<file path="src/rtl/gate_exerciser_pkg.sv">
// Shared types and constants for the 2-input AND gate exerciser:
// FSM states, vector count and the expected-output truth table.
package gate_exerciser_pkg;

  typedef enum logic [2:0] {
    IDLE,
    APPLY,
    SETTLE,
    SAMPLE,
    DONE
  } state_t;

  localparam int NUM_VECS = 4;
  localparam logic [1:0] LAST_VEC = 2'(NUM_VECS - 1);

  // Bit i is the AND output for {a,b} = i.
  localparam logic [NUM_VECS-1:0] AND_TRUTH = 4'b1000;

  function automatic logic expected_y(input logic [1:0] vec);
    return AND_TRUTH[vec];
  endfunction

endpackage

</file>
<file path="src/rtl/gate_exerciser_settle.sv">
// Down-counting settle timer: load sets the count, then it decrements to
// zero and holds there; expired is high whenever the count is zero.
module settle_timer #(
  parameter int CNT_W = 8
) (
  input  logic             clk,
  input  logic             rst,
  input  logic             load,
  input  logic [CNT_W-1:0] load_value,
  output logic             expired
);

  logic [CNT_W-1:0] count;

  always_ff @(posedge clk or posedge rst) begin
    if (rst) begin
      count <= '0;
    end else if (load) begin
      count <= load_value;
    end else if (count != '0) begin
      count <= count - CNT_W'(1);
    end
  end

  assign expired = (count == '0);

endmodule

</file>
<file path="src/rtl/gate_exerciser.sv">
// Drives all four input vectors into a 2-input AND gate, waits a settle time,
// checks each response and reports the result. Define GATE_EXERCISER_LOOP_EN for continuous looping with a stop input.
module gate_exerciser
  import gate_exerciser_pkg::*;
#(
  parameter int SETTLE_CYCLES = 4,
  parameter int ERR_W         = 8
) (
  input  logic             clk,
  input  logic             rst,
  input  logic             start,
`ifdef GATE_EXERCISER_LOOP_EN
  input  logic             stop,
`endif
  input  logic             dut_y,
  output logic             dut_a,
  output logic             dut_b,
  output logic             busy,
  output logic             done,
  output logic             pass,
  output logic [ERR_W-1:0] err_count,
  output logic [1:0]       fail_vec
);

  localparam int CNT_W = 8;
  localparam logic [CNT_W-1:0] SETTLE_LOAD = CNT_W'(SETTLE_CYCLES - 1);

  state_t           state;
  logic [1:0]       vec;
  logic             load;
  logic             expired;
  logic             mismatch;
  logic [ERR_W-1:0] err_next;
`ifdef GATE_EXERCISER_LOOP_EN
  logic             stop_req;
`endif

  assign load     = (state == APPLY);
  assign mismatch = (dut_y != expected_y(vec));
  assign err_next = (mismatch && (err_count != '1)) ? err_count + ERR_W'(1) : err_count;

  settle_timer #(.CNT_W(CNT_W)) u_settle_timer (
    .clk       (clk),
    .rst       (rst),
    .load      (load),
    .load_value(SETTLE_LOAD),
    .expired   (expired)
  );

  always_ff @(posedge clk or posedge rst) begin
    if (rst) begin
      state     <= IDLE;
      vec       <= '0;
      dut_a     <= 1'b0;
      dut_b     <= 1'b0;
      busy      <= 1'b0;
      done      <= 1'b0;
      pass      <= 1'b0;
      err_count <= '0;
      fail_vec  <= '0;
`ifdef GATE_EXERCISER_LOOP_EN
      stop_req  <= 1'b0;
`endif
    end else begin
`ifdef GATE_EXERCISER_LOOP_EN
      // stop may be a short pulse; remember it until the pass boundary.
      if (stop && busy) stop_req <= 1'b1;
`endif
      case (state)
        IDLE, DONE: begin
          if (start) begin
            state     <= APPLY;
            vec       <= '0;
            busy      <= 1'b1;
            done      <= 1'b0;
            pass      <= 1'b0;
            err_count <= '0;
            fail_vec  <= '0;
`ifdef GATE_EXERCISER_LOOP_EN
            stop_req  <= 1'b0;
`endif
          end
        end
        APPLY: begin
          dut_a <= vec[1];
          dut_b <= vec[0];
          done  <= 1'b0;
          state <= SETTLE;
        end
        SETTLE: begin
          if (expired) state <= SAMPLE;
        end
        SAMPLE: begin
          err_count <= err_next;
          // A zero count before this sample means this is the first mismatch.
          if (mismatch && (err_count == '0)) fail_vec <= vec;
          if (vec == LAST_VEC) begin
            done <= 1'b1;
            pass <= (err_next == '0);
`ifdef GATE_EXERCISER_LOOP_EN
            if (stop_req || stop) begin
              state <= DONE;
              busy  <= 1'b0;
            end else begin
              state <= APPLY;
              vec   <= '0;
            end
`else
            state <= DONE;
            busy  <= 1'b0;
`endif
          end else begin
            vec   <= vec + 2'd1;
            state <= APPLY;
          end
        end
        default: state <= IDLE;
      endcase
    end
  end

endmodule

</file>
<file path="config.mk">
export PLATFORM = sky130hd
export DESIGN_NAME = gate_exerciser
export DESIGN_NICKNAME = d
export VERILOG_FILES = /design/src/rtl/gate_exerciser_pkg.sv /design/src/rtl/gate_exerciser_settle.sv /design/src/rtl/gate_exerciser.sv
export SDC_FILE = /design/constraint.sdc
export NUM_CORES = 1
export LEC_CHECK = 0
export CAP_MARGIN = 20
export CORE_ASPECT_RATIO = 2
export CORE_UTILIZATION = 40
export CTS_CLUSTER_DIAMETER = 100
export DETAILED_ROUTE_END_ITERATION = 10
export PLACE_DENSITY = 0.67
export SLEW_MARGIN = 25
export SYNTH_ARGS = -nofsm -noshare
export SYNTH_HDL_FRONTEND = slang
export SYNTH_SLANG_ARGS = --single-unit
</file>
<file path="constraint.sdc">
create_clock -name clk -period 2.3 [get_ports clk]
set_input_delay 0.345 -clock clk [delete_from_list [all_inputs] [get_ports clk]]
set_output_delay 0.345 -clock clk [all_outputs]
set_load 0.005 [all_outputs]
</file>
==> metrics.csv, run 1 <==
metric,value,unit
routed len/inst,15.03,µm
area grow syn2layout,19.98,%
die span in x,46.76,µm
# H-tree levels,1,
crit start category,flop,
Min Hold Slack,0.4361,ns
# nets final,209,
syn_area_per_cell,9.004,µm²
main combinational cell family by area after synthesis,simple AND/OR/NAND/NOR gates,
clk_skew,0.002408,ns
DIE AREA,0.004279,mm²
Final Hold Viols,0,
worst-path fanout max,7,
Clock power frac,0.143,
initial antenna violation count,0,
placed cells,246,
TNS Setup,0,ns
Area contributors post-synth,"dfrtp_1, nor2_1, nand2_1",
"top cells by count, synth","dfrtp_1, nor2_1, nand2_1, a21oi_1",
# DRC,0,
Synth Area in Compound Gates,0.1421,
clock root buffer,clkbuf_8,
ant diodes,0,
Core Region,0.003844,mm²
Synth Instances,178,
Worst setup EP type,flop,
maximum vdd drop,0.6845,mV
PD cells,1063,mW/mm²
fin. max-slew vios,0,
Fmax achieved,0.4780,GHz
Reg area,700.7,µm²
internal power,1.258,mW
mux contribution to synthesized area,0.02654,
Vias,1379,
Row Count,32,
area post-placement,0.001868,mm²
final instance area,0.001923,mm²
Comb power frac,0.457,
Leak Pwr,0.8235,nW
post-synthesis sequential area ratio,0.4372,
Synth Area in Adders,0.03903,
clk buf depth,2,
cell taking the most area after synthesis,dfrtp_1,
Seq cells post-synth,28,
fin util,0.5003,
CTS Sinks,28,
largest net degree at the start of global routing,29,
clk slew on worst S/H paths,0.09,ns
unrepaired setup endpoints after global routing,no,
Synth Area in Simple Gates,0.2451,
final wirelength,3758,µm
crit path time final,2.092,ns
Yosys top cell area share,0.4372,
number of flops mapped to enable cells by yosys,0,
vias per cell,5.516,
WP data arrival,2.25,ns
yosys synthesis warning count,0,
vias in the first global route,1427,
switch share,0.3848,
actual slew at the worst max-slew pin,0.4757,ns
Tot GR Track Use,0.1938,
setup bufs post-CTS,0,
Congestion Overflow GR,0,
Setup Crit Path Kind,reg2reg,
Post-synth top flop,dfrtp_1,
CTS Buf Count,3,
Initial Utilization,0.4170,
CTS tree,yes,
die height,91.52,µm
share of cells above drive strength 1,0.1055,
final worst path period share,0.9095,
clk_lat worst skew,0.26,ns
area taken by multi-input logic gates,829.5,µm²
"Async S/R FF share, synth",1.000,
max_slew headroom,0.6802,
synth unique cells,42,
I/O Buffers,18,
first-pass GRT wire length,6141,µm
"count leader, synth",dfrtp_1,
PostCTS Resize Cnt,0,
synthesized net count,187,
DPL Wire Length,2963,µm
Psw,0.7868,mW
Post-Synth XOR/XNOR Area,0.06479,
Routed Antenna Nets,0,
Final Non-Filler Cells,250,
Worst EP required,2.46,ns
fillers,397,
Finish-stage setup viols,0,
status,completed,
Flop pwr share,0.400,
"Hold-fix buffers, CTS",0,
worst min path class,in2async,
# IOs,19,
GPL Wtd Cong,0.9249,
Mapped Area,0.001603,mm²
DR iter-0 viols,37,
maxcap violations,0,
drt pass-1 iters,4,
-- final timing paths --
path	startpoint	endpoint	slack (ns)	depth (start not counted)
min	rst	dut_b$_DFFE_PP0N_	0.44	3
max	vec[0]$_DFFE_PP0P_	err_count[7]$_DFFE_PP0P_	0.21	6
min in group clk	dut_a$_DFFE_PP0N_	dut_a$_DFFE_PP0N_	0.52	1
max in group asynchronous	rst	u_settle_timer.count[1]$_DFFE_PP0P_	1.60	3
max reg2reg	vec[0]$_DFFE_PP0P_	err_count[7]$_DFFE_PP0P_	0.21	6
min reg2reg	dut_a$_DFFE_PP0N_	dut_a$_DFFE_PP0N_	0.52	1
-- critical path: stages (launching register included) --
cell and delay, ns:
dfrtp_1 0.44, ha_1 0.39, xor2_2 0.28, nand4_1 0.31
nor2_1 0.26, a21oi_1 0.10, o22a_1 0.20
-- power groups by stage --
| stage | Sequential (mW) | Clock (mW) | Combinational (mW) |
|---|---|---|---|
| after floorplan | 0.768 | 0 | 0.649 |
| after global placement | 0.816 | 0 | 0.899 |
| after detailed placement | 0.828 | 0 | 0.931 |
| after CTS | 0.817 | 0.304 | 0.938 |
| after global routing | 0.840 | 0.324 | 1.03 |
| final | 0.818 | 0.293 | 0.934 |
-- layout by cell type (no fill, tap or decap), types with 2 or more instances in the layout --
cell / n
a31oi_1: 3
xnor2_1: 7
o21ai_0: 9
nor3_1: 3
inv_1: 9
o22a_1: 2
dfrtp_1: 28
mux2i_1: 2
a21oi_1: 10
o21ai_1: 3
clkbuf_8: 4
nor2_1: 21
xor2_1: 3
nor4_1: 3
mux2_2: 2
nor3b_1: 2
nand3_1: 8
nand2b_1: 5
nand4_1: 3
buf_4: 8
clkdlybuf4s50_1: 18
o31ai_1: 2
nor2b_1: 2
nand2_1: 19
ha_1: 5
-- logic make-up after synthesis --
| logic type | after synthesis |
|---|---|
| fa+ha+maj | 5 |
| simple gates | 75 |
| mux | 4 |
| flops | 28 |
| buf+inv | 18 |
| compound gates | 37 |
| xor+xnor | 11 |
-- through the flow --
| stage | setup WS, ns | power [mW] |
|---|---|---|
| 2_1_floorplan | 0.5300 | 1.416 |
| 3_3_place_gp | 0.2658 | 1.715 |
| 3_5_place_dp | 0.1742 | 1.759 |
| 4_1_cts | 0.2468 | 2.059 |
| 5_1_grt | 0.09232 | 2.189 |
| 6_report | 0.2081 | 2.045 |
-- final cells by class --
| class | instances | area share |
|---|---|---|
| multi-input combinational | 132 | 0.4314 |
| inverter | 9 | 0.01757 |
| clock buffer | 4 | 0.02863 |
| timing repair buffer | 26 | 0.1249 |
| sequential | 28 | 0.3643 |
| tap | 51 | 0.03318 |
-- layer usage --
metal	track usage	routed length [µm]	share of wire
met5	0	0	0
met4	0.09524	121	0.032
met3	0.01392	102	0.027
met2	0.3519	2157	0.57
met1	0.2041	1376	0.37
-- registers in the layout, summed over array words and instances (netlist names) --
| register | count |
|---|---|
| err_count | 8 |
| u_settle_timer.count | 8 |
| state | 3 |
| fail_vec | 2 |
| vec | 2 |
| busy | 1 |
| done | 1 |
| dut_a | 1 |
| dut_b | 1 |
| pass | 1 |
Power figures use the tool's default switching activity.
==> inputs of run 2 (changes only) <==
--- a/config.mk
+++ b/config.mk
@@ -7,10 +7,10 @@
 export LEC_CHECK = 0
 export CAP_MARGIN = 20
 export CORE_ASPECT_RATIO = 2
-export CORE_UTILIZATION = 40
+export CORE_UTILIZATION = 55
 export CTS_CLUSTER_DIAMETER = 100
 export DETAILED_ROUTE_END_ITERATION = 10
-export PLACE_DENSITY = 0.67
+export PLACE_DENSITY = 0.86
 export SLEW_MARGIN = 25
 export SYNTH_ARGS = -nofsm -noshare
 export SYNTH_HDL_FRONTEND = slang
==> run 2 against run 1 <==
Compared with the run above: global-route usage up 9.5 points; final area shrank 1.4%; hold slack worse by 0.017 ns; non-clock buffer count decreased by 2; critical path depth did not move; count of clock-buffer cells in the layout down 1; wire length grew 2.5%; die area decreased by 26%; maximum frequency is 3.0% lower; combinational power shrank 1%; core utilization grew 18 points; critical path type unchanged; largest power group unchanged.
==> metrics.csv, run 2 (same netlist as run 1, synthesis figures left out) <==
metric,value,unit
Final Non-Filler Cells,226,
Leak Pwr,0.8198,nW
WP data arrival,2.34,ns
share of cells above drive strength 1,0.09645,
final wirelength,3852,µm
clk_lat worst skew,0.28,ns
status,completed,
initial antenna violation count,0,
Reg area,700.7,µm²
die span in x,40.17,µm
setup bufs post-CTS,0,
fin. max-slew vios,0,
internal power,1.331,mW
"most common cell after layout, fill and taps aside",dfrtp_1,
worst min path class,in2async,
PostCTS Resize Cnt,0,
PD cells,1127,mW/mm²
max_slew headroom,0.6448,
Finish-stage setup viols,0,
drt pass-1 iters,4,
unrepaired setup endpoints after global routing,no,
I/O Buffers,18,
switch share,0.3773,
Routed Antenna Nets,0,
"Hold-fix buffers, CTS",0,
most frequent cells in the layout,"dfrtp_1, nor2_1, nand2_1",
Final Hold Viols,0,
maxcap violations,0,
routed len/inst,17.04,µm
area taken by multi-input logic gates,829.5,µm²
Setup Crit Path Kind,reg2reg,
first-pass GRT wire length,6382,µm
Clock power frac,0.180,
Congestion Overflow GR,0,
placed cells,222,
crit path time final,2.156,ns
# IOs,19,
vias per cell,6.314,
clk buf depth,2,
vias in the first global route,1450,
Tot GR Track Use,0.2893,
largest net degree at the start of global routing,29,
Fmax achieved,0.4639,GHz
maximum vdd drop,0.6072,mV
clk slew on worst S/H paths,0.09,ns
clock root buffer,clkbuf_8,
DPL Wire Length,2942,µm
clk_skew,0.003611,ns
CTS Buf Count,3,
actual slew at the worst max-slew pin,0.5315,ns
# nets final,207,
final worst path period share,0.9373,
Flop pwr share,0.388,
die height,78.34,µm
biggest regs,"err_count (8), u_settle_timer.count (8), state (3)",
worst-path fanout max,6,
post-route total power,2.138,mW
fillers,237,
CTS Sinks,28,
DR iter-0 viols,66,
Vias,1427,
# H-tree levels,1,
CTS tree,yes,
DIE AREA,0.003147,mm²
area grow syn2layout,18.35,%
Core Region,0.002770,mm²
Psw,0.8064,mW
Comb power frac,0.432,
Worst EP required,2.49,ns
crit start category,flop,
Initial Utilization,0.5786,
# DRC,0,
TNS Setup,0,ns
Row Count,27,
ant diodes,0,
Worst setup EP type,flop,
GPL Wtd Cong,0.9064,
run 2: changes by cell type in the layout (fill, tap and decap cells not counted):
cell,change
clkbuf_8,-1
bufinv_16,+1
buf_4,-2
run 2: layout make-up:
cell class / instances / area share
clock buffer: 3 / 0.02177
clock inverter: 1 / 0.01583
inverter: 9 / 0.01781
multi-input combinational: 132 / 0.4373
sequential: 28 / 0.3694
tap: 29 / 0.01913
timing repair buffer: 24 / 0.1187
run 2: per-layer routing:
metal / up-vias / wire (µm) / GRT usage
met4: 0 / 244 / 0.1567
met3: 24 / 137 / 0.02825
li1: 658 / - / -
met1: 691 / 1314 / 0.2973
met5: - / 0 / 0
met2: 54 / 2156 / 0.5161
run 2: per-stage QoR:
stage	cell area, µm²	hold slack, ns	utilization	worst slack [ns]
2_1_floorplan	1603	0.4104	-	0.5300
3_3_place_gp	1826	0.4971	0.6590	0.1968
3_5_place_dp	1826	0.4996	0.6590	0.1577
4_1_cts	1897	0.4293	0.6847	0.2389
5_1_grt	1897	0.4692	0.6847	0.06025
6_report	1897	0.4196	0.6847	0.1442
run 2: power by group through the flow:
stage / sequential, mW / clock (mW) / combinational [mW]
2_1_floorplan: 0.768 / 0 / 0.649
3_3_place_gp: 0.822 / 0 / 0.876
3_5_place_dp: 0.839 / 0 / 0.917
4_1_cts: 0.830 / 0.390 / 0.926
5_1_grt: 0.861 / 0.407 / 1.03
6_report: 0.829 / 0.385 / 0.924
run 2: path summary, 6_finish.rpt:
kind	startpoint	slack, ns	cells past startpoint	end
worst max register to register	vec[0]$_DFFE_PP0P_	0.14	6	pass$_DFFE_PP0P_
min in group clk	dut_b$_DFFE_PP0N_	0.52	1	dut_b$_DFFE_PP0N_
worst min-delay path	rst	0.42	3	fail_vec[0]$_DFFE_PP0P_
worst min register to register	dut_b$_DFFE_PP0N_	0.52	1	dut_b$_DFFE_PP0N_
max in group asynchronous	rst	1.62	3	state[1]$_DFFE_PP0P_
worst max-delay path	vec[0]$_DFFE_PP0P_	0.14	6	pass$_DFFE_PP0P_
run 2: worst max-delay path: stages (launching register included):
cell and delay (ns):
dfrtp_1 0.44, ha_1 0.34, xnor2_1 0.20, nor4b_2 0.55, and3_1 0.22, o21ai_0 0.09, o31ai_1 0.22
==> inputs of run 3 (changes only) <==
--- a/config.mk
+++ b/config.mk
@@ -10,8 +10,10 @@
 export CORE_UTILIZATION = 55
 export CTS_CLUSTER_DIAMETER = 100
 export DETAILED_ROUTE_END_ITERATION = 10
-export PLACE_DENSITY = 0.86
+export PLACE_DENSITY = 0.85
+export SKIP_LAST_GASP = 1
 export SLEW_MARGIN = 25
 export SYNTH_ARGS = -nofsm -noshare
 export SYNTH_HDL_FRONTEND = slang
+export SYNTH_HIERARCHICAL = 1
 export SYNTH_SLANG_ARGS = --single-unit
==> run 3 against run 2 <==
Compared with the run above: final area rose by 2.6%; core utilization rose by 0.96 points; power rose by 3.7%; setup slack got worse by 0.0047 ns; sequential power rose by 3.4%; global-route usage fell by 1.3 points; highest routed layer unchanged.
==> metrics.csv, run 3 <==
metric,value,unit
CTS Buf Count,3,
worst min path class,in2async,
Leak Pwr,0.8494,nW
Psw,0.9009,mW
Seq cells post-synth,28,
"Slowest-stage cell, CP",dfrtp_1,
final wirelength,4055,µm
Synth Area in Adders,0.03021,
unrepaired setup endpoints after global routing,no,
worst-path fanout max,5,
max_slew headroom,0.4825,
"most common cell after layout, fill and taps aside",dfrtp_1,
Flop pwr share,0.387,
Clock power frac,0.136,
PostCTS Resize Cnt,0,
post-synthesis sequential area ratio,0.4230,
Worst EP required,2.48,ns
main combinational cell family by area after synthesis,simple AND/OR/NAND/NOR gates,
Finish-stage setup viols,0,
Mapped Area,0.001657,mm²
clock root buffer,clkbuf_8,
mux contribution to synthesized area,0.02039,
status,completed,
die span in x,40.81,µm
"count leader, synth",dfrtp_1,
Post-synth top flop,dfrtp_1,
GPL Wtd Cong,0.8832,
WP data arrival,2.34,ns
final worst path period share,0.9394,
synth unique cells,49,
vias per cell,6.253,
setup bufs post-CTS,0,
area post-placement,0.001892,mm²
Final Hold Viols,0,
die height,79.62,µm
biggest regs,"err_count (8), u_settle_timer/count (8), state (3)",
crit path time final,2.161,ns
share of cells above drive strength 1,0.09906,
internal power,1.316,mW
"Hold-fix buffers, CTS",0,
crit start category,flop,
Comb power frac,0.477,
"Async S/R FF share, synth",1.000,
syn_area_per_cell,8.812,µm²
Congestion Overflow GR,0,
Routed Antenna Nets,0,
fin. max-slew vios,0,
Synth Instances,188,
Tot GR Track Use,0.2767,
DR iter-0 viols,42,
Final WS setup,0.1394,ns
Worst setup EP type,flop,
Area contributors post-synth,"dfrtp_1, nand2_1, o21ai_0",
critical path startpoint,vec[0]$_DFFE_PP0P_,
vias in the first global route,1480,
# IOs,19,
r2r worst-path depth,6,
Final Non-Filler Cells,241,
PD cells,1139,mW/mm²
maximum vdd drop,0.7374,mV
cell depth of the worst setup path,6,
first-pass GRT wire length,6285,µm
initial antenna violation count,0,
CTS Sinks,28,
clk_skew,0.002753,ns
Placement Setup Slack,0.1466,ns
Row Count,27,
DIE AREA,0.003249,mm²
final instance area,0.001947,mm²
placed cells,237,
Vias,1507,
Post-Synth XOR/XNOR Area,0.03172,
CTS tree,yes,
Synth Area in Simple Gates,0.2258,
clk slew on worst S/H paths,0.09,ns
Fmax achieved,0.4628,GHz
Worst path max stage delay,0.43,ns
maxcap violations,0,
Core Region,0.002804,mm²
switch share,0.4064,
yosys synthesis warning count,6,
Synth Area in Compound Gates,0.2092,
# DRC,0,
# nets final,221,
clk buf depth,2,
R2R Path Start,vec[0]$_DFFE_PP0P_,
clk_lat worst skew,0.28,ns
DPL Wire Length,3052,µm
drt pass-1 iters,4,
routed len/inst,16.83,µm
TNS Setup,0,ns
number of flops mapped to enable cells by yosys,0,
cell taking the most area after synthesis,dfrtp_1,
"top cells by count, synth","dfrtp_1, nand2_1, nor2_1, o21ai_0, inv_1",
Setup Crit Path Kind,reg2reg,
Initial Utilization,0.5908,
actual slew at the worst max-slew pin,0.7754,ns
area grow syn2layout,17.52,%
largest net degree at the start of global routing,21,
ant diodes,0,
# H-tree levels,1,
CP Buf/Inv Count,0,
most frequent cells in the layout,"dfrtp_1, nand2_1, clkdlybuf4s50_1",
worst path cell trace,"ha_1, xor2_1, nand2_1, nor2_1, mux2_2, o41ai_2",
Yosys top cell area share,0.4230,
"CP delay by family, top",flip-flops,
post-route total power,2.217,mW
I/O Buffers,18,
run 3: cell count changes in the layout (fill, tap and decap cells not counted), sizes merged, moves of 3 or more:
| cell | delta |
|---|---|
| nand2 | +3 |
| nor4 | -3 |
| inv | +3 |
| conb | +8 |
| nor2 | -5 |
| nor3 | +5 |
| o21ai | +3 |
| a31oi | +3 |
| and2b | +3 |
| xor2 | -3 |
| nand3 | -5 |
| o31ai | +5 |
| and2 | +3 |
run 3: path summary, 6_finish.rpt:
kind	endpoint	slack, ns
max in group asynchronous	busy$_DFFE_PP0P_	1.29
hold reg to reg	dut_a$_DFFE_PP0P_	0.52
hold / removal	u_settle_timer/count[1]$_DFFE_PP0P_	0.34
min in group clk	dut_a$_DFFE_PP0P_	0.52
setup / recovery	pass$_DFFE_PP0P_	0.14
setup reg to reg	pass$_DFFE_PP0P_	0.14
run 3: final cells by class:
cell class                 instances  area (µm²)
multi-input combinational        145       892.1
fill                             218       857.1
sequential                        28       700.7
timing repair buffer              23       217.7
clock buffer                       4       55.05
inverter                          12       45.04
tap                               29       36.28
run 3: worst reg2reg max path, stage by stage, from the launching register on:
cell	delay (ns)
dfrtp_1	0.43
ha_1	0.31
xor2_1	0.30
nand2_1	0.14
nor2_1	0.17
mux2_2	0.37
o41ai_2	0.32
run 3: layer usage:
layer  track usage  routed length [µm]  vias up
li1              -                   -      718
met1        0.2814                1503      721
met2        0.4891                2243       50
met3       0.03621                 139       18
met4        0.1433                 168        0
met5             0                   0        -
run 3: cell families (layout without fill, tap and decap cells):
logic type	count (synthesis)	after routing
compound gates	52	52
xor+xnor	6	6
fa+ha+maj	4	4
buf+inv	21	39
flops	28	28
mux	3	3
other cells	2	8
simple gates	72	72
run 3: power groups by stage:
stage | Clock, mW | Combinational (mW) | Sequential [mW]
6_report | 0.302 | 1.06 | 0.857
5_1_grt | 0.322 | 1.15 | 0.878
4_1_cts | 0.308 | 1.05 | 0.849
3_5_place_dp | 0 | 1.04 | 0.859
3_3_place_gp | 0 | 0.979 | 0.836
2_1_floorplan | 0 | 0.709 | 0.802
run 3: through the flow:
step | util | hold slack [ns]
after floorplan | - | 0.1607
after CTS | 0.6943 | 0.3473
after detailed placement | 0.6747 | 0.5082
after global placement | 0.6747 | 0.4913
after global routing | 0.6943 | 0.3883
final | 0.6943 | 0.3389
